===== config.mk =====
export PLATFORM = sky130hd
export DESIGN_NAME = tone_sequencer
export DESIGN_NICKNAME = d
export VERILOG_FILES = /design/src/rtl/tone_seq_pkg.sv /design/src/rtl/tone_seq_tone.sv /design/src/rtl/tone_sequencer.sv
export SDC_FILE = /design/constraint.sdc
export NUM_CORES = 1
export LEC_CHECK = 0
export ABC_CLOCK_PERIOD_IN_PS = 3890
export CORE_MARGIN = 2
export CORE_UTILIZATION = 42
export DETAILED_ROUTE_END_ITERATION = 7
export PLACE_DENSITY_LB_ADDON = 0.1
export SYNTH_ARGS = -nofsm -noshare
export SYNTH_HDL_FRONTEND = slang
export SYNTH_SLANG_ARGS = --single-unit

===== constraint.sdc =====
create_clock -name CLK -period 3.89 [get_ports CLK]
set_input_delay 1.167 -clock CLK [delete_from_list [all_inputs] [get_ports CLK]]
set_output_delay 1.167 -clock CLK [all_outputs]
set_load 0.02 [all_outputs]

===== src/rtl/tone_seq_pkg.sv =====
// Shared types and constants for the tone sequencer.
// Note divider table, FSM states and command field offsets.
package tone_seq_pkg;

  localparam int NOTE_REST_MIN = 12;

  // Offsets above the duration field inside cmd_data.
  localparam int NOTE_OFS = 0;
  localparam int OCT_OFS  = 4;
  localparam int REST_OFS = 8;
  localparam int HDR_W    = 9;

  localparam logic [9:0] BASE_DIV [0:11] = '{
    10'd512, 10'd483, 10'd456, 10'd431,
    10'd406, 10'd384, 10'd362, 10'd342,
    10'd323, 10'd304, 10'd287, 10'd271
  };

  typedef enum logic [1:0] {
    IDLE,
    LOAD,
    PLAY,
    GAP
  } state_t;

  function automatic logic [9:0] base_div(
    input logic [3:0] n
  );
    logic [3:0] i;
    i = (n < 4'(NOTE_REST_MIN)) ? n : 4'd0;
    return BASE_DIV[i];
  endfunction

endpackage


===== src/rtl/tone_seq_tone.sv =====
// Square-wave pitch generator: note divider chained with
// an octave divider; toggles when both wrap together.
module tone_gen
  import tone_seq_pkg::*;
#(
  parameter int MAX_SHIFT = 8
) (
  input  logic       CLK,
  input  logic       RST,
  input  logic       clear,
  input  logic [3:0] note,
  input  logic [3:0] octave,
  input  logic       rest,
  output logic       square
);

  localparam int OW  = (MAX_SHIFT > 0) ? MAX_SHIFT : 1;
  localparam int OW1 = OW + 1;
  localparam logic [3:0] MS = 4'(MAX_SHIFT);

  logic [9:0]    note_cnt;
  logic [9:0]    note_load;
  logic [OW-1:0] oct_cnt;
  logic [OW-1:0] oct_load;
  logic [OW:0]   span;
  logic [3:0]    oct_eff;
  logic [3:0]    shift;
  logic          silent;

  // Reload values: clamped octave sets the octave divide ratio.
  always_comb begin
    oct_eff   = (octave > MS) ? MS : octave;
    shift     = MS - oct_eff;
    span      = OW1'(1) << shift;
    oct_load  = OW'(span - 1'b1);
    note_load = base_div(note) - 10'd1;
    silent    = rest || (note >= 4'(NOTE_REST_MIN));
  end

  // Divider chain; rests and invalid notes keep the output low.
  always_ff @(posedge CLK or posedge RST) begin
    if (RST) begin
      note_cnt <= '0;
      oct_cnt  <= '0;
      square   <= 1'b0;
    end else if (clear) begin
      note_cnt <= note_load;
      oct_cnt  <= oct_load;
      square   <= 1'b0;
    end else if (!silent) begin
      if (note_cnt == '0) begin
        note_cnt <= note_load;
        if (oct_cnt == '0) begin
          oct_cnt <= oct_load;
          square  <= ~square;
        end else begin
          oct_cnt <= oct_cnt - 1'b1;
        end
      end else begin
        note_cnt <= note_cnt - 1'b1;
      end
    end
  end

endmodule


===== src/rtl/tone_sequencer.sv =====
// Queued note player: command FIFO, tick prescaler and FSM.
// Optional volume gating with TONE_SEQ_VOLUME_EN.
module tone_sequencer
  import tone_seq_pkg::*;
#(
  parameter int CLK_HZ     = 16000000,
  parameter int TICK_HZ    = 100,
  parameter int FIFO_DEPTH = 8,
  parameter int DUR_W      = 8,
  parameter int MAX_SHIFT  = 8,
  parameter int GAP_TICKS  = 1
) (
  input  logic                        CLK,
  input  logic                        RST,
  input  logic [HDR_W+DUR_W-1:0]      cmd_data,
  input  logic                        cmd_valid,
  output logic                        cmd_ready,
  input  logic                        stop,
`ifdef TONE_SEQ_VOLUME_EN
  input  logic [1:0]                  vol,
`endif
  output logic                        AUDIO,
  output logic                        busy,
  output logic                        note_done,
  output logic [$clog2(FIFO_DEPTH):0] level
);

  localparam int TICK_CYC = CLK_HZ / TICK_HZ;
  localparam int AW = $clog2(FIFO_DEPTH);
  localparam int CW = HDR_W + DUR_W;
  localparam int PW = $clog2(TICK_CYC);
  localparam int GW = $clog2(GAP_TICKS + 1);
  localparam int TW = (DUR_W > GW) ? DUR_W : GW;

  state_t state;
  state_t state_nx;

  logic [CW-1:0] mem [FIFO_DEPTH];
  logic [AW:0]   wptr;
  logic [AW:0]   rptr;
  logic [CW-1:0] hold;
  logic [PW-1:0] pre;
  logic [TW-1:0] tcnt;

  logic full;
  logic empty;
  logic push;
  logic pop;
  logic pre_wrap;
  logic tick_last;
  logic tone_clr;
  logic gap_go;
  logic done;
  logic square;

  logic [DUR_W-1:0] h_dur;
  logic [3:0]       h_note;
  logic [3:0]       h_oct;
  logic             h_rest;

  assign h_dur  = hold[DUR_W-1:0];
  assign h_note = hold[DUR_W+NOTE_OFS +: 4];
  assign h_oct  = hold[DUR_W+OCT_OFS +: 4];
  assign h_rest = hold[DUR_W+REST_OFS];

  assign empty = (wptr == rptr);
  assign full  = (wptr[AW] != rptr[AW]) &&
                 (wptr[AW-1:0] == rptr[AW-1:0]);
  assign level = wptr - rptr;

  // A stop cycle neither accepts nor pops.
  assign cmd_ready = !full && !stop;
  assign push      = cmd_valid && cmd_ready;
  assign pop       = (state == IDLE) && !empty && !stop;

  assign pre_wrap  = (pre == PW'(TICK_CYC - 1));
  assign tick_last = pre_wrap && (tcnt == TW'(1));

  assign busy      = (state != IDLE);
  assign note_done = done;

  // Command storage; contents need no reset.
  always_ff @(posedge CLK) begin
    if (push) begin
      mem[wptr[AW-1:0]] <= cmd_data;
    end
  end

  // FIFO pointers; stop flushes the queue.
  always_ff @(posedge CLK or posedge RST) begin
    if (RST) begin
      wptr <= '0;
      rptr <= '0;
    end else if (stop) begin
      wptr <= '0;
      rptr <= '0;
    end else begin
      if (push) wptr <= wptr + 1'b1;
      if (pop)  rptr <= rptr + 1'b1;
    end
  end

  // Holding register for the entry being played.
  always_ff @(posedge CLK or posedge RST) begin
    if (RST) begin
      hold <= '0;
    end else if (pop) begin
      hold <= mem[rptr[AW-1:0]];
    end
  end

  // State register.
  always_ff @(posedge CLK or posedge RST) begin
    if (RST) begin
      state <= IDLE;
    end else begin
      state <= state_nx;
    end
  end

  // Next state and per-cycle control strobes.
  always_comb begin
    state_nx = state;
    tone_clr = 1'b0;
    gap_go   = 1'b0;
    done     = 1'b0;
    unique case (state)
      IDLE: begin
        if (pop) state_nx = LOAD;
      end
      LOAD: begin
        tone_clr = 1'b1;
        state_nx = (h_dur == '0) ? IDLE : PLAY;
      end
      PLAY: begin
        if (tick_last) begin
          if (GAP_TICKS == 0) begin
            state_nx = IDLE;
            done     = 1'b1;
          end else begin
            state_nx = GAP;
            gap_go   = 1'b1;
          end
        end
      end
      GAP: begin
        if (tick_last) begin
          state_nx = IDLE;
          done     = 1'b1;
        end
      end
      default: state_nx = IDLE;
    endcase
    if (stop) begin
      state_nx = IDLE;
      done     = 1'b0;
    end
  end

  // Tick prescaler and remaining-tick counter for PLAY/GAP.
  always_ff @(posedge CLK or posedge RST) begin
    if (RST) begin
      pre  <= '0;
      tcnt <= '0;
    end else if (stop) begin
      pre  <= '0;
      tcnt <= '0;
    end else if (state == LOAD) begin
      pre  <= '0;
      tcnt <= TW'(h_dur);
    end else if (gap_go) begin
      pre  <= '0;
      tcnt <= TW'(GAP_TICKS);
    end else if (state == PLAY || state == GAP) begin
      if (pre_wrap) begin
        pre  <= '0;
        tcnt <= tcnt - 1'b1;
      end else begin
        pre  <= pre + 1'b1;
      end
    end
  end

  tone_gen #(
    .MAX_SHIFT (MAX_SHIFT)
  ) u_tone (
    .CLK    (CLK),
    .RST    (RST),
    .clear  (tone_clr),
    .note   (h_note),
    .octave (h_oct),
    .rest   (h_rest),
    .square (square)
  );

`ifdef TONE_SEQ_VOLUME_EN
  logic [1:0] vol_q;
  logic [1:0] pwm_cnt;
  logic       gate;

  // Volume latched per entry; PWM phase restarts with each note.
  always_ff @(posedge CLK or posedge RST) begin
    if (RST) begin
      vol_q   <= '0;
      pwm_cnt <= '0;
    end else if (state == LOAD) begin
      vol_q   <= vol;
      pwm_cnt <= '0;
    end else begin
      pwm_cnt <= pwm_cnt + 1'b1;
    end
  end

  assign gate  = {1'b0, pwm_cnt} < ({1'b0, vol_q} + 3'd1);
  assign AUDIO = (state == PLAY) && square && gate;
`else
  assign AUDIO = (state == PLAY) && square;
`endif

endmodule


### Yosys cells after proc, flatten, opt, wreduce, memory -nomap -nowiden

Memories as Yosys holds them, arrays and structs flattened. A register that Yosys moved wholly into a read port is not among the register bits.
Index checks and enable logic that the tools add are counted.

| cells by class | value |
|---|---|
| add/sub/neg operators | 10 |
| $lt $le $gt $ge | 4 |
| equal/unequal tests | 12 |
| shift operators | 1 |
| multiplexer cells | 42 |
| bitwise gates (word level) | 2 |
| reduce and logical (&&, ||, !) cells | 27 |

Operators by type and width:

| cell | number |
|---|---|
| two-way mux 18 bit | 5 |
| two-way mux 8 bit | 9 |
| two-way mux 10 bit | 5 |
| two-way mux 4 bit | 6 |
| subtractor 8 x 1 -> 8 bit, second input constant | 3 |
| subtractor 10 x 1 -> 10 bit, second input constant | 2 |
| adder 18 x 1 -> 18 bit, second input constant | 1 |
| == test 18 bit, second input constant | 1 |
| zero test 8 bit | 2 |
| two-way mux 1 bit | 11 |
| zero test 10 bit | 1 |
| two-way mux 2 bit | 5 |
| nonzero test 2 bit | 5 |
| inequality test 3 bit, second input constant | 3 |
| adder 4 x 1 -> 4 bit, second input constant | 2 |
| == test 8 x 1 -> 1 bit, second input constant | 1 |
| one-hot mux 2 bit (4 select lines) | 1 |
| nonzero test 4 bit | 2 |
| << shifter 1 x 4 -> 8 bit, first input constant | 1 |
| logical AND 1 bit | 7 |
| AND reduction 3 bit | 2 |
| >= comparator 5 bit, second input constant | 1 |
| inverter 4 -> 5 bit | 1 |
| == test 2 bit, second input constant | 2 |
| 15 further kinds | 19 |

| storage, ports and cells | value |
|---|---|
| register bits | 55 |
| RAM bits | 136 |
| memory bits (read-only) | 160 |
| input bits | 21 |
| logic and storage cells | 108 |
| memories kept | 2 |

Memory list:

| memory | words | bits a word | read ports | clocked after Yosys merged registers in | wr ports | RTL line | text |
|---|---|---|---|---|---|---|---|
| (no name shown) | 16 | 10 | 1 | 0 | 0 | tone_seq_pkg.sv:31 | `return BASE_DIV[i];` |
| mem | 8 | 17 | 1 | 1 | 1 | tone_sequencer.sv:38 | `logic [CW-1:0] mem [FIFO_DEPTH];` |

### Logic depth before layout (Yosys ltp)

| depth | value |
|---|---|
| word-level depth | 10 |
| gate-level depth with buffers | 14 |
| depth with buffers taken out | 12 |

### By module

From an unflattened synthesis, not the netlist that was laid out.

| unflattened totals | value |
|---|---|
| cell total of the unflattened synthesis | 730 |
| area total of the unflattened synthesis | 9743.1 um^2 |

By module, submodules not included:

| module | times used | cells an instance | area an instance (um^2) |
|---|---|---|---|
| tone_sequencer | 1 | 499 | 7855.0 |
| tone_gen | 1 | 231 | 1888.1 |

### Worst setup path before layout

No wires, ideal clock.

| timing path | value |
|---|---|
| kind | input port to flip-flop |
| start point | input stop |
| end point | memory mem[0][0] (netlist bit) (enable) |
| library setup time | 0.412 ns |
| data arrival time | 3.386 ns |
| required time | 3.478 ns |
| path slack | 0.092 ns |
| stages on the path | 5 |
| cell sequence | clkbuf_1 > a41oi_1 > and2_2 > nand2_1 > nor3_1 |

| on the way | value |
|---|---|
| word-level cells in the longest chain between the ends | 5 |

RTL lines:

| element | RTL line | text |
|---|---|---|
| from (decl) | tone_sequencer.sv:18 | `input logic stop,` |
| zero test 1 bit | tone_sequencer.sv:72 | `assign cmd_ready = !full && !stop;` |
| logical AND 1 bit | tone_sequencer.sv:72 |  |
| via cmd_ready | tone_sequencer.sv:17 | `output logic cmd_ready,` |
| logical AND 1 bit | tone_sequencer.sv:73 | `assign push = cmd_valid && cmd_ready;` |
| two-way mux 1 bit | tone_sequencer.sv:84 | `if (push) begin` |
| two-way mux 1 bit (not written as such) | tone_sequencer.sv:85 | `mem[wptr[AW-1:0]] <= cmd_data;` |
| to (decl) | tone_sequencer.sv:38 |  |

The timed path passes the listed nets, and every way through them passes these cells.

### Worst setup path after layout

| timing path | value |
|---|---|
| start point | register wptr[1] |
| end point | output level[3] |

| on the way | value |
|---|---|
| word-level cells in the longest chain between the ends | 1 |

RTL lines:

| element | RTL line | text |
|---|---|---|
| from (decl) | tone_sequencer.sv:39 | `logic [AW:0] wptr;` |
| from (signal assigned) | tone_sequencer.sv:98 | `if (push) wptr <= wptr + 1'b1;` |
| subtractor 4 bit | tone_sequencer.sv:69 | `assign level = wptr - rptr;` |
| to (decl) | tone_sequencer.sv:25 | `output logic [$clog2(FIFO_DEPTH):0] level` |

Every way passes these cells.

==> qor.yml <==
yosys:
  synth_cells: 747
  synth_area_leaders: "edfxtp_1 (42%), dfrtp_1 (19%), mux4_2 (7.9%)"
  ys_warn_count: 0
  avgSynthCellArea_sq_um: 13.0
  synth_area_sq_um: 9720
  synth.distinct_cells: 77
  synth_fp_nets: 787
  synth_seq_cells: 208
  synth_top_area_share: 0.420
  ys.flop_type: "edfxtp_1"
  synth-seq-area-share: 0.606
  synth.most_common_cell: "edfxtp_1"
  synth_area_leader_cell: "edfxtp_1"
  yosys-top-cells-count: "edfxtp_1 (136), nand2_1 (73), dfrtp_1 (72)"
  synth_edf_count: 136
  async_flop_share: 0.346
timing:
  clock_skew_ns: 0.0216
  rsz0062_at_grt: "false"
  relSlewSlack: 0.299
  finalSetupTns_ns: 0
  slew_violations: 0
  final_hold_viol_count: 0
  tightestPinTransition_ns: 1.05
  setup_viol: 0
  fin_crit_ns: 3.70
  final.period_utilization: 0.951
  max_freq_mhz: 270
drt:
  wirelength_mm: 19.4
  drt_first_pass_iters: 5
  first_iter_violations: 417
  post_drt_wl_per_cell_microns: 17.8
  viasPerCell: 5.51
  drcViolationCount: 0
  vias: 5996
  ant_nets: 0
clock_network:
  cts_tree: "done"
  cts_max_level: 1
  cts.hold.buffers_added: 0
  numCtsBuffers: 24
  cts.sink_count: 208
  clkSlewWorstSetupHoldPaths_ns: 0.06
  post_cts_resized: 1
  clk_path_buf_depth: 3
  insertion_delay_ns: 0.53
  clock-root-buffer: "clkbuf_16"
  post_cts_buffers: 0
critical_path:
  cp-startpoint: "wptr[1]"
  crit_type: "register to primary output"
  rr_startpoint: "hold[10]"
  end_kind: "primary output"
  crit_required_ns: 2.72
  critPathMaxFanout: 7
  crit_path_start_kind: "register"
  critical_path_arrival_ns: 2.53
floorplan:
  initial_core_util: 0.428
  core_sq_um: 22700
  dieHeight_microns: 156
  ios: 29
  dieArea_sq_um: 24400
  die_width_microns: 156
  num_rows: 55
status:
  status: "completed"
worst_hold_path:
  hold_class: "register to register"
  min_from: "pre[6]"
placement:
  io_buffers: 28
  gp_routability_congestion: 0.811
  dp_cells: 1044
  dp.final_hpwl_mm: 12.0
power:
  power.clock.fraction: 0.288
  p_per_area_nw_per_um2: 694
  p_leak_nw: 4.17
  p_switching_mw: 2.68
  p_int_mw: 5.04
  ir_drop_mv: 0.341
  pwr-share-seq: 0.385
  power_frac_comb: 0.327
  total_power_mw: 7.72
  swShare: 0.347
final_layout:
  antenna_cells: 0
  drive_gt1_frac: 0.137
  fin_nets: 825
  final_cells: 1088
  syn2layout_area_growth_pct: 14.4
global_routing:
  overflow: 0
  grt_pass1_vias: 5798
  antenna_found_initial: 0
  grt_use_total: 0.163
  grt_max_degree: 48
  grt_pass1_wl_mm: 31.4
job:
  maxCapViolations: 0
==> flip-flops by register name, summed over array words and instances, names as in the netlist <==
name / flops
wptr: 4
tcnt: 8
hold: 17
u_tone.note_cnt: 10
mem: 136
u_tone.square: 1
pre: 18
state: 2
rptr: 4
u_tone.oct_cnt: 8
==> critical path, stage by stage, from the launching register on <==
cell,delay (ns)
dfrtp_1,0.47
ha_1,0.38
a21o_1,0.17
a21oi_1,0.17
xor2_1,0.18
clkdlybuf4s50_1,0.63
==> power by group through the flow <==
stage / combinational, mW / clock, mW / sequential (mW)
after global placement: 2.47 / 0 / 2.99
after floorplan: 2.08 / 0 / 2.87
after CTS: 2.54 / 2.29 / 2.97
after detailed placement: 2.53 / 0 / 3.01
final: 2.52 / 2.22 / 2.97
after global routing: 2.85 / 2.38 / 3.02
==> layout make-up <==
class,count,area (sq um)
inverter,23,86.3
tap,285,357
fill,1960,11600
clock inverter,13,161
multi-input combinational,483,3580
timing repair buffer,45,419
sequential,208,5890
clock buffer,31,627
==> kinds of logic after synthesis <==
group                      count (synthesis)  share of synthesized area
and+or+nand+nor                          235                      0.119
buffers and inverters                     56                     0.0278
AOI/OAI and AO/OA                        144                     0.0943
muxes                                     56                      0.101
adders and majority gates                 19                     0.0252
xor gates and xnor gates                  29                     0.0261
DFF                                      208                      0.606
==> placed cells by master (no fill, tap or decap), drive strengths merged, types with 3 or more instances in the layout <==
cell type / count
a22oi: 3
dfrtp: 72
o31ai: 8
nand2: 73
mux4: 34
inv: 23
ha: 18
clkinv: 10
edfxtp: 136
and3: 6
nand4: 13
a31oi: 3
clkdlybuf4s50: 27
nor2b: 8
bufinv: 3
xor2: 17
a21oi: 38
buf: 17
or3: 4
nand3: 15
clkbuf: 31
o21ai: 54
a21o: 3
a211oi: 4
nor3: 15
xnor2: 12
nor4: 7
and2: 5
nor3b: 3
nand2b: 12
or2: 4
nor2: 62
mux2i: 22
==> metal layers <==
layer  up-vias  track usage  routed length [microns]
li1       2888            -                        -
met3        39       0.0292                      731
met4         0       0.0481                      456
met1      2973        0.227                     9070
met2        96        0.265                     9150
met5         -            0                        0
==> path summary, 6_finish.rpt <==
path	endpoint	cells after the start	slack [ns]
min	pre[6]	1	0.51
max	level[3]	5	0.19
min in group asynchronous	wptr[1]	2	1.04
max reg2reg	u_tone.note_cnt[8]	12	1.05
max in group asynchronous	hold[6]	3	2.17
min reg2reg	pre[6]	1	0.51
==> metrics by stage <==
stage                     utilization  cell area, sq um  hold WS (ns)  worst slack [ns]
after floorplan                     -              9720         0.461            0.0920
after CTS                       0.489             11100         0.506             0.160
after global routing            0.489             11100         0.532            0.0273
after global placement          0.455             10300         0.484             0.197
after detailed placement        0.455             10300         0.494             0.177
final                           0.489             11100         0.506             0.192
Power figures use the tool's default switching activity.
